<file path="src/rtl/ram_scan_disp.sv">
// Read-side scanner for the 32x8 dual-port RAM demo: steps through RAM addresses on a
// prescaled tick or a step pulse and presents {address, data} as four hex digits.
module ram_scan_disp #(
    parameter int ADDR_W   = 5,
    parameter int DATA_W   = 8,
    parameter int TICK_DIV = 50000000,
    parameter int RD_LAT   = 1
) (
    input  logic              clk,
    input  logic              rst,
    input  logic              run,
    input  logic              step,
    output logic [ADDR_W-1:0] rd_addr,
    output logic              rd_en,
    input  logic [DATA_W-1:0] rd_data,
    output logic [3:0]        dig3,
    output logic [3:0]        dig2,
    output logic [3:0]        dig1,
    output logic [3:0]        dig0,
    output logic              disp_valid,
    output logic              busy
);

    localparam int             CNT_W     = (TICK_DIV > 2) ? $clog2(TICK_DIV) : 1;
    localparam logic [CNT_W-1:0] CNT_MAX = CNT_W'(TICK_DIV - 1);
    localparam logic [2:0]     WAIT_INIT = (RD_LAT > 1) ? 3'(RD_LAT - 2) : 3'd0;

    typedef enum logic [2:0] {
        S_INIT = 3'd0,
        S_IDLE = 3'd1,
        S_READ = 3'd2,
        S_WAIT = 3'd3,
        S_CAP  = 3'd4
    } state_t;

    state_t            state_q, state_d;
    logic [CNT_W-1:0]  presc_q, presc_d;
    logic [ADDR_W-1:0] addr_q, addr_d;
    logic              pend_q, pend_d;
    logic [2:0]        wait_q, wait_d;
    logic [3:0]        dig3_q, dig3_d;
    logic [3:0]        dig2_q, dig2_d;
    logic [3:0]        dig1_q, dig1_d;
    logic [3:0]        dig0_q, dig0_d;
    logic              valid_q, valid_d;
    logic              rd_en_q, rd_en_d;
    logic              busy_q, busy_d;
    logic              tick_s;
    logic              req_s;
    logic [7:0]        addr_pad_s;

    assign tick_s     = run && (presc_q == CNT_MAX);
    assign req_s      = tick_s || step;
    assign addr_pad_s = 8'(addr_q);

    // Next-state logic for prescaler, scan FSM, pending flag and display digits.
    always_comb begin
        presc_d = presc_q;
        state_d = state_q;
        addr_d  = addr_q;
        pend_d  = pend_q;
        wait_d  = wait_q;
        dig3_d  = dig3_q;
        dig2_d  = dig2_q;
        dig1_d  = dig1_q;
        dig0_d  = dig0_q;
        valid_d = valid_q;

        if (!run) begin
            presc_d = '0;
        end else if (tick_s) begin
            presc_d = '0;
        end else begin
            presc_d = presc_q + {{(CNT_W-1){1'b0}}, 1'b1};
        end

        // IDLE is the only state that consumes a request; elsewhere it is remembered once.
        if (state_q == S_IDLE) begin
            pend_d = 1'b0;
        end else if (req_s) begin
            pend_d = 1'b1;
        end else begin
            pend_d = pend_q;
        end

        case (state_q)
            S_INIT: begin
                state_d = S_READ;
            end
            S_IDLE: begin
                if (req_s || pend_q) begin
                    state_d = S_READ;
                    addr_d  = addr_q + {{(ADDR_W-1){1'b0}}, 1'b1};
                end else begin
                    state_d = S_IDLE;
                end
            end
            S_READ: begin
                if (RD_LAT > 1) begin
                    state_d = S_WAIT;
                    wait_d  = WAIT_INIT;
                end else begin
                    state_d = S_CAP;
                end
            end
            S_WAIT: begin
                if (wait_q == 3'd0) begin
                    state_d = S_CAP;
                end else begin
                    wait_d = wait_q - 3'd1;
                end
            end
            S_CAP: begin
                dig3_d  = addr_pad_s[7:4];
                dig2_d  = addr_pad_s[3:0];
                dig1_d  = rd_data[7:4];
                dig0_d  = rd_data[3:0];
                valid_d = 1'b1;
                state_d = S_IDLE;
            end
            default: begin
                state_d = S_INIT;
            end
        endcase

        rd_en_d = (state_d == S_READ);
        busy_d  = (state_d != S_IDLE);
    end

    // State and registered-output update with synchronous reset.
    always_ff @(posedge clk) begin
        if (rst) begin
            state_q <= S_INIT;
            presc_q <= '0;
            addr_q  <= '0;
            pend_q  <= 1'b0;
            wait_q  <= 3'd0;
            dig3_q  <= 4'd0;
            dig2_q  <= 4'd0;
            dig1_q  <= 4'd0;
            dig0_q  <= 4'd0;
            valid_q <= 1'b0;
            rd_en_q <= 1'b0;
            busy_q  <= 1'b0;
        end else begin
            state_q <= state_d;
            presc_q <= presc_d;
            addr_q  <= addr_d;
            pend_q  <= pend_d;
            wait_q  <= wait_d;
            dig3_q  <= dig3_d;
            dig2_q  <= dig2_d;
            dig1_q  <= dig1_d;
            dig0_q  <= dig0_d;
            valid_q <= valid_d;
            rd_en_q <= rd_en_d;
            busy_q  <= busy_d;
        end
    end

    assign rd_addr    = addr_q;
    assign rd_en      = rd_en_q;
    assign dig3       = dig3_q;
    assign dig2       = dig2_q;
    assign dig1       = dig1_q;
    assign dig0       = dig0_q;
    assign disp_valid = valid_q;
    assign busy       = busy_q;

    ram_scan_disp_chk u_chk (
        .clk        (clk),
        .rst        (rst),
        .rd_en      (rd_en_q),
        .busy       (busy_q),
        .disp_valid (valid_q)
    );

endmodule

// Protocol checks on the scanner outputs.
module ram_scan_disp_chk (
    input logic clk,
    input logic rst,
    input logic rd_en,
    input logic busy,
    input logic disp_valid
);

    a_rd_en_single: assert property (@(posedge clk) rd_en |=> !rd_en);
    a_rd_en_busy:   assert property (@(posedge clk) rd_en |-> busy);
    a_valid_sticky: assert property (@(posedge clk) (!rst && disp_valid) |=> disp_valid);

endmodule
</file>
<file path="config.mk">
export PLATFORM = sky130hd
export DESIGN_NAME = ram_scan_disp
export DESIGN_NICKNAME = d
export VERILOG_FILES = /design/src/rtl/ram_scan_disp.sv
export SDC_FILE = /design/constraint.sdc
export NUM_CORES = 1
export LEC_CHECK = 0
export ABC_CLOCK_PERIOD_IN_PS = 4030
export CORE_MARGIN = 4
export CORE_UTILIZATION = 56
export DETAILED_ROUTE_END_ITERATION = 12
export HOLD_SLACK_MARGIN = 0.12
export PLACE_DENSITY = 0.82
export SLEW_MARGIN = 20
export SYNTH_ARGS = -nofsm -noshare
export SYNTH_HDL_FRONTEND = slang
export SYNTH_SLANG_ARGS = --single-unit
</file>
<file path="constraint.sdc">
create_clock -name clk -period 4.03 [get_ports clk]
set_input_delay 0.403 -clock clk [delete_from_list [all_inputs] [get_ports clk]]
set_output_delay 0.403 -clock clk [all_outputs]
set_load 0.02 [all_outputs]
</file>
Word-level counts from Yosys, hierarchy flattened
Cells that the tools add are included.
{"block": "op_classes", "n_addsub": 3, "eq_ne": 7, "muxes": 3, "n_bitwise": 2, "reduce_logical": 9}
{"operator": "adder 26 x 1 -> 26 bit, second input constant", "count": 1}
{"operator": "equality test 26 bit, second input constant", "count": 1}
{"operator": "one-hot mux 3 bit (5 select lines)", "count": 1}
{"operator": "equality test 3 x 2 -> 1 bit, second input constant", "count": 3}
{"operator": "logical NOT 3 bit", "count": 2}
{"operator": "adder 5 x 1 -> 5 bit, second input constant", "count": 1}
{"operator": "AND reduction 2 bit", "count": 2}
{"operator": "equality test 3 x 1 -> 1 bit, second input constant", "count": 1}
{"operator": "equality test 3 bit, second input constant", "count": 1}
{"operator": "2-to-1 mux 3 bit", "count": 1}
{"operator": "!= test 3 x 1 -> 1 bit, second input constant", "count": 1}
{"operator": "OR reduction 3 bit", "count": 1}
{"operator": "subtractor 3 x 1 -> 3 bit, second input constant", "count": 1}
{"operator": "logical OR 1 bit", "count": 2}
{"operator": "2-to-1 mux 2 bit", "count": 1}
{"operator": "NOT 1 bit", "count": 2}
{"operator": "OR reduction 2 bit", "count": 1}
{"operator": "logical AND 1 bit", "count": 1}
{"block": "word_totals", "ff_bits": 54, "in_bits": 12, "output_inout_bits": 24, "wordCells": 36}

Logic depth before layout (Yosys ltp)
Gate-level depths: netlist of run 1.
{"block": "logic_depth", "ltp_word": 7, "mapped_depth": 7}

Least setup slack after synthesis of run 1
No wires, ideal clock.
{"block": "synth_path", "path_kind": "register to register", "startpoint": "register presc_q[0]", "endpoint": "register presc_q[25]", "setup_ns": 0.072, "t_arrival_ns": 1.790, "required_ns": 3.958, "slack_ns": 2.168, "stages_incl_launch_ff": 6, "path_buffers": 0, "cell_sequence": "dfxtp_1 and3_1 nor3b_4 or4b_4 or3_1 a21oi_1"}
{"block": "synth_between", "elab_chain_cells": 3}
{"element": "start: declaration", "line": "37", "rtl": "logic [CNT_W-1:0] presc_q, presc_d;"}
{"element": "start signal: assignment", "line": "147", "rtl": "presc_q <= presc_d;"}
{"element": "parallel branches: the longest is 3 deep, another holds adder 26 x 1 -> 26 bit"}
Parallel ways; which one is timed is not known.
A chain may end at the register's enable or synchronous reset.

Worst setup path after layout of run 1
{"block": "layout_path", "startpoint": "input run", "endpoint": "register presc_q[15]"}
{"block": "layout_between", "elab_chain_cells": 2}
{"element": "start: declaration", "line": "11", "rtl": "input logic run,"}
{"element": "logical AND 1 bit or NOT 1 bit (tied branches)"}
{"element": "OR reduction 3 bit (no line) (*)"}
Every way passes the cells marked *; elsewhere a longest branch is shown, timed or not.

==> run summary, run 1 <==
Rel. slew slack: 35.5%
Routed WL per cell: 12.8 microns
Routed met2 length: 2050 microns
die area: 0.00511 sq mm
first-pass GRT wire length: 7420 microns
Via-to-Cell Ratio: 5.31
yosys warns: 0
VDD IR max: 0.000248 V
Post-synth EDFFs: 0
initial antenna violation count: 0
PortBufs: 32
Max Root-Sink Buffers: 2
Required @ worst endpoint: 4.18 ns
cell leakage power: 0.967 nW
Final setup violation count: 0
filler cell count in the final layout: 300
nets: 307
Worst-Skew Late Latency: 0.31 ns
Power Total: 0.969 mW
max-slew violation count: 0
GRT Util Overall: 17.8%
Worst Path Arrival: 2.41 ns
CTS root buf: clkbuf_8
setup bufs post-CTS: 0
Worst setup SP type: input pin
share of cells above drive strength 1: 5.14%
Design Area, Final: 0.00272 sq mm
Post-Place Setup Slack: 1.52 ns
Max Fanout on Critical Path: 25
area growth from synthesis to layout: 20.4%
final hold violation count: 0
Mapped Avg Cell Area: 8.74 sq um
ANT cells: 0
gr ovfl total: 0
fraction of registers with async set or reset after synthesis: 0%
Antenna Violating Nets Remaining: 0
Min Clock Period, post-route: 2.26 ns
Residual DRC: 0
Fin Clk Skew: 0.00755 ns
clock slew at reported path FFs: 0.09 ns
CP Class: in2reg
Min-Delay Path Class: reg2reg
Seq/Total Area, Yosys: 47.9%
# resized after CTS: 0
CTS buffer count: 5
# rows: 22
Top Metal Used: met4
fmax: 0.443 GHz
Unique masters post-synth: 39
Synth Cell Area: 0.00225 sq mm
routability cong.: 0.759
unrepaired setup endpoints after global routing: no
DRT Wirelength: 4340 microns
core area: 0.00377 sq mm
pwr/cell area: 357 mW/mm^2
detailed placement HPWL: 2970 microns
Post-CTS Hold Buffers: 0
Starting Density: 59.8%
Clock H-tree levels: 2
CP endpoint kind: flop
routed via count: 1806
FF+latch count, synth: 54
Mapped Cells: 258
Iteration-0 DRC Markers: 131
vias in the first global route: 1730
Chip Height: 71.5 microns
TritonCTS clock tree: built
Die Wd: 71.5 microns
status: finished, final reports clean
Setup TNS: 0 ns
DR pass1 iterations: 4
WL met3: 240 microns
Worst Tran Pin Value: 0.965 ns
met1 WL: 1980 microns
Setup WS post-layout: 1.77 ns
Cell Area, Placed: 0.00261 sq mm
# clock sinks: 54
final worst path period share: 56.1%
Top FF cell, synth: dfxtp_1
maxcap violations: 0
largest net degree at the start of global routing: 32
num ports: 36
==> worst max-delay path, stage by stage <==
cell	delay (ns)
clkdlybuf4s50_1	0.52
nor4b_1	0.28
and4b_1	0.27
nand3_1	0.08
nand3b_1	0.74
nor2_1	0.12
==> sequential cells by signal, summed over array words and instances (netlist names) <==
register	cells
wait_q	3
rd_en	1
disp_valid	1
dig2	4
pend_q	1
presc_q	26
dig3	1
rd_addr	5
busy	1
dig0	4
state_q	3
dig1	4
==> placed cells by master, fill, tap and decap left out, drive strengths merged, types with 4 or more instances in the layout <==
cell type	Yosys	routed
a21oi	21	21
and3	6	6
clkbuf	6	7
ha	4	4
xnor2	8	8
clkdlybuf4s50	0	32
nand4	6	6
o21ai	5	5
nand2	39	39
xor2	16	16
nor2b	6	6
or3	5	5
dfxtp	54	54
and2	4	4
nor2	31	31
nand3	13	13
inv	4	4
==> cells in the mapped netlist, drive strengths merged, types with 2 or more instances <==
library cell	n	area, sq um
nand2b	3	18.8
nand2	39	149
xor2	16	140
nor2b	6	37.5
nand3	13	65.1
clkbuf	6	22.5
nor2	31	116
ha	4	50.1
a21oi	21	105
o21ai	5	25.0
and3	6	38.8
nor4b	3	26.3
nand4	6	37.5
and2	4	25.0
nor3	2	10.0
or3	5	31.3
and4	2	17.5
xnor2	8	70.1
inv	4	15.0
buf	4	26.3
nor3b	3	33.8
dfxtp	54	1080
==> final timing paths <==
kind         startpoint     endpoint  slack, ns  cells past startpoint
max                 run  presc_q[15]       1.77                      6
min             dig2[3]      dig2[3]       0.46                      2
max reg2reg  presc_q[0]  presc_q[15]       1.85                      6
min reg2reg     dig2[3]      dig2[3]       0.46                      2
==> power by group <==
| group | switching (mW) | internal (mW) |
|---|---|---|
| Combinational | 0.0375 | 0.0305 |
| Sequential | 0.00652 | 0.543 |
| Clock | 0.165 | 0.186 |
| Total | 0.209 | 0.760 |
==> layout make-up <==
cell class                 count  area [sq um]  area share, %
timing repair buffer          34           335           12.4
sequential                    54          1080           39.8
clock buffer                   7          76.3           2.81
clock inverter                 1          30.0           1.11
multi-input combinational    192          1120           41.2
inverter                       4          15.0          0.553
tap                           48          60.1           2.21
==> metal layers <==
layer / GRT usage (%) / vias to the layer above
met5: 0 / -
met4: 6.05 / 0
met3: 5.47 / 8
met2: 29.3 / 33
met1: 22.2 / 840
li1: - / 925
==> metrics by stage <==
stage	cells	hold WS [ns]	utilization (%)
global placement	332	0.442	69.2
global route	340	0.479	72.0
floorplan	260	0.426	-
CTS	340	0.459	72.0
finish	340	0.457	72.0
detailed placement	332	0.447	69.2
==> kinds of logic (layout without fill, tap and decap cells) <==
logic type	after synthesis	after routing	synth area share (%)
buf+inv	14	46	2.83
flops	54	54	47.9
simple gates	129	129	29.5
fa+ha+maj	4	4	2.22
xor+xnor	24	24	9.32
other cells	1	3	0.166
mux	2	2	0.943
compound gates	30	30	7.05
(Power assumes the default switching activity.)
==> run 2: changes to the inputs <==
--- a/config.mk
+++ b/config.mk
@@ -5,12 +5,12 @@
 export SDC_FILE = /design/constraint.sdc
 export NUM_CORES = 1
 export LEC_CHECK = 0
-export ABC_CLOCK_PERIOD_IN_PS = 4030
+export ABC_CLOCK_PERIOD_IN_PS = 2000
 export CORE_MARGIN = 4
-export CORE_UTILIZATION = 56
+export CORE_UTILIZATION = 47
 export DETAILED_ROUTE_END_ITERATION = 12
 export HOLD_SLACK_MARGIN = 0.12
-export PLACE_DENSITY = 0.82
+export PLACE_DENSITY = 0.73
 export SLEW_MARGIN = 20
 export SYNTH_ARGS = -nofsm -noshare
 export SYNTH_HDL_FRONTEND = slang
==> constraint.sdc (replaced) <==
create_clock -name clk -period 2 [get_ports clk]
set_input_delay 0.2 -clock clk [delete_from_list [all_inputs] [get_ports clk]]
set_output_delay 0.2 -clock clk [all_outputs]
set_load 0.02 [all_outputs]
==> run 2 against run 1 <==
  * Flip-flop and latch count unchanged
  * Power rose by 92%
  * Clock skew is 0.00070 ns higher
  * Clock power grew 72%
  * First-iteration DRC count down 49%
  * Die area up 17%
  * Utilization is 9.7 points lower
  * Sequential share of layout area is 1.3 points lower
  * Critical endpoint is now presc_q[25]
  * Largest power group unchanged
  * Highest routed layer unchanged
==> run summary, run 2 (synthesis gave the netlist of run 1 again) <==
status: finished, final reports clean
area growth from synthesis to layout: 24.5%
Max Fanout on Critical Path: 5 (-80%)
ANT cells: 0 (unchanged)
setup bufs post-CTS: 0 (unchanged)
Critical Path, Cell by Cell: and3_1 > nor3b_4 > or4b_4 > or3_1 > a21oi_1
Min-Delay Path Class: in2reg
Power Total: 1.86 mW (+92%)
Routed WL per cell: 12.3 microns (-3.6%)
Antenna Violating Nets Remaining: 0 (unchanged)
CP endpoint kind: flop
worst hold slack: 0.420 ns (-0.0370 ns)
cell leakage power: 1.03 nW (+6.2%)
most common cell after layout, fill and taps aside: dfxtp_1
core area: 0.00450 sq mm (+19%)
clock slew at reported path FFs: 0.10 ns (about the same)
fmax: 0.540 GHz
pwr/cell area: 663 mW/mm^2 (+86%)
CP top delay family: simple AND/OR/NAND/NOR gates
Chip Height: 77.3 microns (+8.1%)
num ports: 36 (unchanged)
first-pass GRT wire length: 7430 microns (about the same)
Worst-Skew Late Latency: 0.31 ns (about the same)
Required @ worst endpoint: 2.25 ns (-1.93 ns)
final cell count without fillers: 356 (+4.7%)
routability cong.: 0.783 (+3.2%)
Fin Clk Skew: 0.00825 ns (+0.000701 ns)
DRT Wirelength: 4380 microns (+0.92%)
Min Clock Period, post-route: 1.85 ns
commonest cells after routing, fill and taps aside: dfxtp_1, nand2_1, clkdlybuf4s50_1, nor2_1, a21oi_1
Clock H-tree levels: 2 (unchanged)
Hold EP: dig1[1]
Residual DRC: 0 (unchanged)
vias in the first global route: 1648 (-4.7%)
Iteration-0 DRC Markers: 67 (-49%)
final worst path period share: 92.7%
CP peak stage delay: 0.52 ns (-0.22 ns)
Hold Path Depth: 3 (+1)
nets: 319 (+3.9%)
PortBufs: 32 (unchanged)
CTS root buf: clkbuf_8
initial antenna violation count: 0 (unchanged)
VDD IR max: 0.000535 V (+120%)
Setup TNS: 0 ns (unchanged)
share of cells above drive strength 1: 9.54% (+4.4 points)
GRT Util Overall: 15.2% (-2.6 points)
WP buf/inv: 0 (-1)
# clock sinks: 54 (unchanged)
max-slew violation count: 0 (unchanged)
filler cell count in the final layout: 426 (+42%)
Largest Register: presc_q
Worst Path Arrival: 2.10 ns (-0.31 ns)
Starting Density: 50.1% (-9.7 points)
CP Class: reg2reg
Design Area, Final: 0.00281 sq mm (+3.4%)
# rows: 24 (+9.1%)
worst reg-to-reg setup slack: 0.15 ns (-1.70 ns)
unrepaired setup endpoints after global routing: no
# resized after CTS: 0 (unchanged)
CTS buffer count: 5 (unchanged)
r2r endpoint: presc_q[25]
Final setup violation count: 0 (unchanged)
final hold violation count: 0 (unchanged)
largest net degree at the start of global routing: 23 (-28%)
DR pass1 iterations: 4 (unchanged)
Hold Path Origin: rd_data[5]
Cells after DPL: 348 (+4.8%)
TritonCTS clock tree: built
Crit Reg-Reg Startpoint: presc_q[0]
Die Wd: 77.3 microns (+8.1%)
max FFs per register: 26 (unchanged)
Via-to-Cell Ratio: 4.97 (-6.5%)
footprint of the multi-input gates: 0.00112 sq mm (unchanged)
Worst setup SP type: flop
gr ovfl total: 0 (unchanged)
Post-CTS Hold Buffers: 0 (unchanged)
maxcap violations: 0 (unchanged)
Reg2Reg Depth: 5 (-1)
routed via count: 1769 (-2.0%)
die area: 0.00597 sq mm (+17%)
Cell Area, Placed: 0.00272 sq mm (+4.1%)
detailed placement HPWL: 3150 microns (+5.8%)
Sequential Area: 0.00108 sq mm (unchanged)
Max Root-Sink Buffers: 2 (unchanged)
critical path's slowest cell: or4b_4
[run 2: report_power, final]
group          total, mW  internal (mW)  switching [mW]  leakage [nW]
Sequential          1.11           1.09          0.0136         0.437
Combinational      0.148         0.0719          0.0766         0.545
Clock              0.604          0.246           0.358        0.0441
Total               1.86           1.41           0.448          1.03
[run 2: cell type report]
| cell class | count | area share [%] |
|---|---|---|
| multi-input cells | 192 | 39.8 |
| flip-flops and latches | 54 | 38.5 |
| repair buffers | 46 | 15.6 |
| clock buffers | 5 | 2.45 |
| well taps | 52 | 2.32 |
| clock inverters | 3 | 0.758 |
| inverters | 4 | 0.535 |
[run 2: stage by stage]
step,worst slack (ns),utilization [%]
after global routing,0.0153,62.3
final,0.147,62.3
after detailed placement,-0.00596,60.3
after floorplan,0.138,-
after global placement,0.0364,60.3
after CTS,0.128,62.3
[run 2: per-layer routing]
layer  wire length [microns]  track usage (%)  vias up  share of wire [%]
met3                     162             3.75        6                3.7
met1                    2200             20.2      785                 50
li1                        -                -      949                  -
met2                    1940             23.8       29                 44
met5                       0                0        -                  0
met4                      76             5.87        0                1.7
[run 2: how the worst max path moves through the flow]
stage	startpoint	endpoint	slack (ns)	cells after the start
3_5_place_dp	run	rd_addr[3]	-0.006	7
5_1_grt	presc_q[0]	rd_addr[4]	0.02	7
4_1_cts	presc_q[0]	presc_q[25]	0.13	5
6_report	presc_q[0]	presc_q[25]	0.15	5
2_1_floorplan	presc_q[0]	presc_q[25]	0.14	5
3_3_place_gp	run	rd_addr[2]	0.04	7
[run 2: worst min-delay path, cell delays in order]
cell	delay (ns)
clkdlybuf4s50_1	0.39
nand2_1	0.06
a21oi_1	0.05
==> run 3: changes to the inputs <==
--- a/config.mk
+++ b/config.mk
@@ -6,11 +6,13 @@
 export NUM_CORES = 1
 export LEC_CHECK = 0
 export ABC_CLOCK_PERIOD_IN_PS = 2000
+export CELL_PAD_IN_SITES_DETAIL_PLACEMENT = 1
+export CELL_PAD_IN_SITES_GLOBAL_PLACEMENT = 1
 export CORE_MARGIN = 4
-export CORE_UTILIZATION = 47
+export CORE_UTILIZATION = 36
 export DETAILED_ROUTE_END_ITERATION = 12
 export HOLD_SLACK_MARGIN = 0.12
-export PLACE_DENSITY = 0.73
+export PLACE_DENSITY = 0.74
 export SLEW_MARGIN = 20
 export SYNTH_ARGS = -nofsm -noshare
 export SYNTH_HDL_FRONTEND = slang
==> run 3 against run 2 <==
  * Flip-flop and latch count is the same
  * Critical endpoint unchanged
  * Clock skew barely moved
  * Maximum frequency is 0.46% lower
  * Critical path type unchanged
  * Count of clock-buffer cells in the layout unchanged
  * Largest power group unchanged
==> run summary, run 3 (synthesis gave the netlist of run 1 again) <==
first-pass GRT wire length: 8550 microns (+15%)
max FFs per register: 26 (unchanged)
area growth from synthesis to layout: 28.0%
GRT Util Overall: 14.1% (-1.2 points)
PortBufs: 32 (unchanged)
Worst Path Arrival: 2.10 ns (about the same)
# clock sinks: 54 (unchanged)
initial antenna violation count: 0 (unchanged)
commonest cells after routing, fill and taps aside: dfxtp_1, nand2_1, clkdlybuf4s50_1, nor2_1, a21oi_1
worst hold slack: 0.439 ns (+0.0189 ns)
nets: 323 (+1.3%)
footprint of the multi-input gates: 0.00113 sq mm (+1.0%)
Rel. slew slack: 61.7%
Iteration-0 DRC Markers: 34 (-49%)
final hold violation count: 0 (unchanged)
largest net degree at the start of global routing: 18 (-22%)
Post-CTS Hold Buffers: 0 (unchanged)
Clock H-tree levels: 2 (unchanged)
num ports: 36 (unchanged)
share of cells above drive strength 1: 11.4% (+1.8 points)
Required @ worst endpoint: 2.24 ns (about the same)
CTS root buf: clkbuf_8
Worst setup SP type: flop
Starting Density: 37.6% (-12 points)
Chip Height: 87.1 microns (+13%)
routability cong.: 0.776 (-1.0%)
Design Area, Final: 0.00289 sq mm (+2.9%)
status: finished, final reports clean
Min-Delay Path Class: in2reg
Via-to-Cell Ratio: 4.93 (-0.74%)
unrepaired setup endpoints after global routing: no
Min Clock Period, post-route: 1.86 ns (+0.00865 ns)
filler cell count in the final layout: 716 (+68%)
Residual DRC: 0 (unchanged)
fmax: 0.537 GHz (-0.46%)
Routed WL per cell: 13.2 microns (+7.1%)
Final setup violation count: 0 (unchanged)
# rows: 28 (+17%)
DRT Wirelength: 5050 microns (+15%)
Worst Tran Pin Value: 0.571 ns
Max Fanout on Critical Path: 5 (unchanged)
maxcap violations: 0 (unchanged)
gr ovfl total: 0 (unchanged)
Hold EP: dig1[0]
Antenna Violating Nets Remaining: 0 (unchanged)
ANT cells: 0 (unchanged)
max-slew violation count: 0 (unchanged)
Cell Area, Placed: 0.00277 sq mm (+1.9%)
Largest Register: presc_q
Sequential Area: 0.00108 sq mm (unchanged)
Hold Path Origin: rd_data[4]
DR pass1 iterations: 4 (unchanged)
clock slew at reported path FFs: 0.10 ns (about the same)
final worst path period share: 93.1% (+0.43 points)
Setup TNS: 0 ns (unchanged)
VDD IR max: 0.000406 V (-24%)
CP endpoint kind: flop
Reg2Reg Depth: 5 (unchanged)
worst reg-to-reg setup slack: 0.14 ns (about the same)
cell leakage power: 1.06 nW (+3.4%)
detailed placement HPWL: 3720 microns (+18%)
vias in the first global route: 1868 (+13%)
CP Class: reg2reg
die area: 0.00759 sq mm (+27%)
Fin Clk Skew: 0.00780 ns (-0.000454 ns)
Die Wd: 87.1 microns (+13%)
most common cell after layout, fill and taps aside: dfxtp_1
core area: 0.00599 sq mm (+33%)
r2r endpoint: presc_q[25]
pwr/cell area: 691 mW/mm^2 (+4.2%)
routed via count: 1889 (+6.8%)
TritonCTS clock tree: built
Hold Path Depth: 3 (unchanged)
Worst-Skew Late Latency: 0.30 ns (about the same)
CTS buffer count: 5 (unchanged)
final core utilization: 48.2% (-14 points)
Max Root-Sink Buffers: 2 (unchanged)
Crit Reg-Reg Startpoint: presc_q[0]
==> run 3: changes by cell type in the layout (fill, tap and decap cells not counted), sizes merged <==
cell / before / now
buf: 14 / 18
bufinv: 0 / 1
clkinv: 2 / 1
clkinvlp: 1 / 0
inv: 4 / 5
==> run 3: how the worst max path moves through the flow <==
stage	start	end	slack, ns	cells after the start
2_1_floorplan	presc_q[0]	presc_q[25]	0.14	5
3_3_place_gp	run	rd_addr[0]	-0.10	6
3_5_place_dp	run	rd_addr[0]	-0.12	6
4_1_cts	presc_q[0]	presc_q[25]	0.11	5
5_1_grt	presc_q[0]	rd_addr[0]	0.004	6
6_report	presc_q[0]	presc_q[25]	0.14	5
==> run 3: area by class of cell <==
class | count | share of cell area, %
Clock buffer | 5 | 2.38
Clock inverter | 3 | 1.52
Sequential cell | 54 | 37.5
Inverter | 4 | 0.520
Multi-Input combinational cell | 192 | 39.1
Timing Repair Buffer | 50 | 15.8
Tap cell | 75 | 3.25
==> run 3: critical path, stage by stage (launching register included) <==
cell and delay (ns):
dfxtp_1 0.38, and3_1 0.20, nor3b_4 0.20, or4b_4 0.52
or3_1 0.36, a21oi_1 0.14
==> run 3: metrics by stage <==
stage | setup WS, ns | total power, mW | std cells
detailed placement | -0.119 | 1.28 | 375
global placement | -0.102 | 1.28 | 375
floorplan | 0.138 | 1.21 | 260
finish | 0.138 | 1.99 | 383
global route | 0.00400 | 2.09 | 383
CTS | 0.115 | 2.03 | 383
==> run 3: repair_timing <==
action,4_1_cts,5_1_grt
hold endpoints to repair,0,0
setup endpoints to repair,0,8
setup buffers,0,0
resized for setup,0,1
==> run 3: metal layers <==
layer	part of all wire, %	track usage (%)	up-vias	routed length (microns)
met4	0.89	3.35	0	45
li1	-	-	957	-
met3	5.6	3.50	5	285
met5	0	0	-	0
met2	49	25.1	39	2460
met1	45	17.0	888	2250
==> run 3: report_power, final <==
group	leakage, nW	switching, mW	internal, mW
sequential	0.437	0.0140	1.10
combinational	0.565	0.0781	0.0698
clock	0.0585	0.362	0.376
total	1.06	0.454	1.54
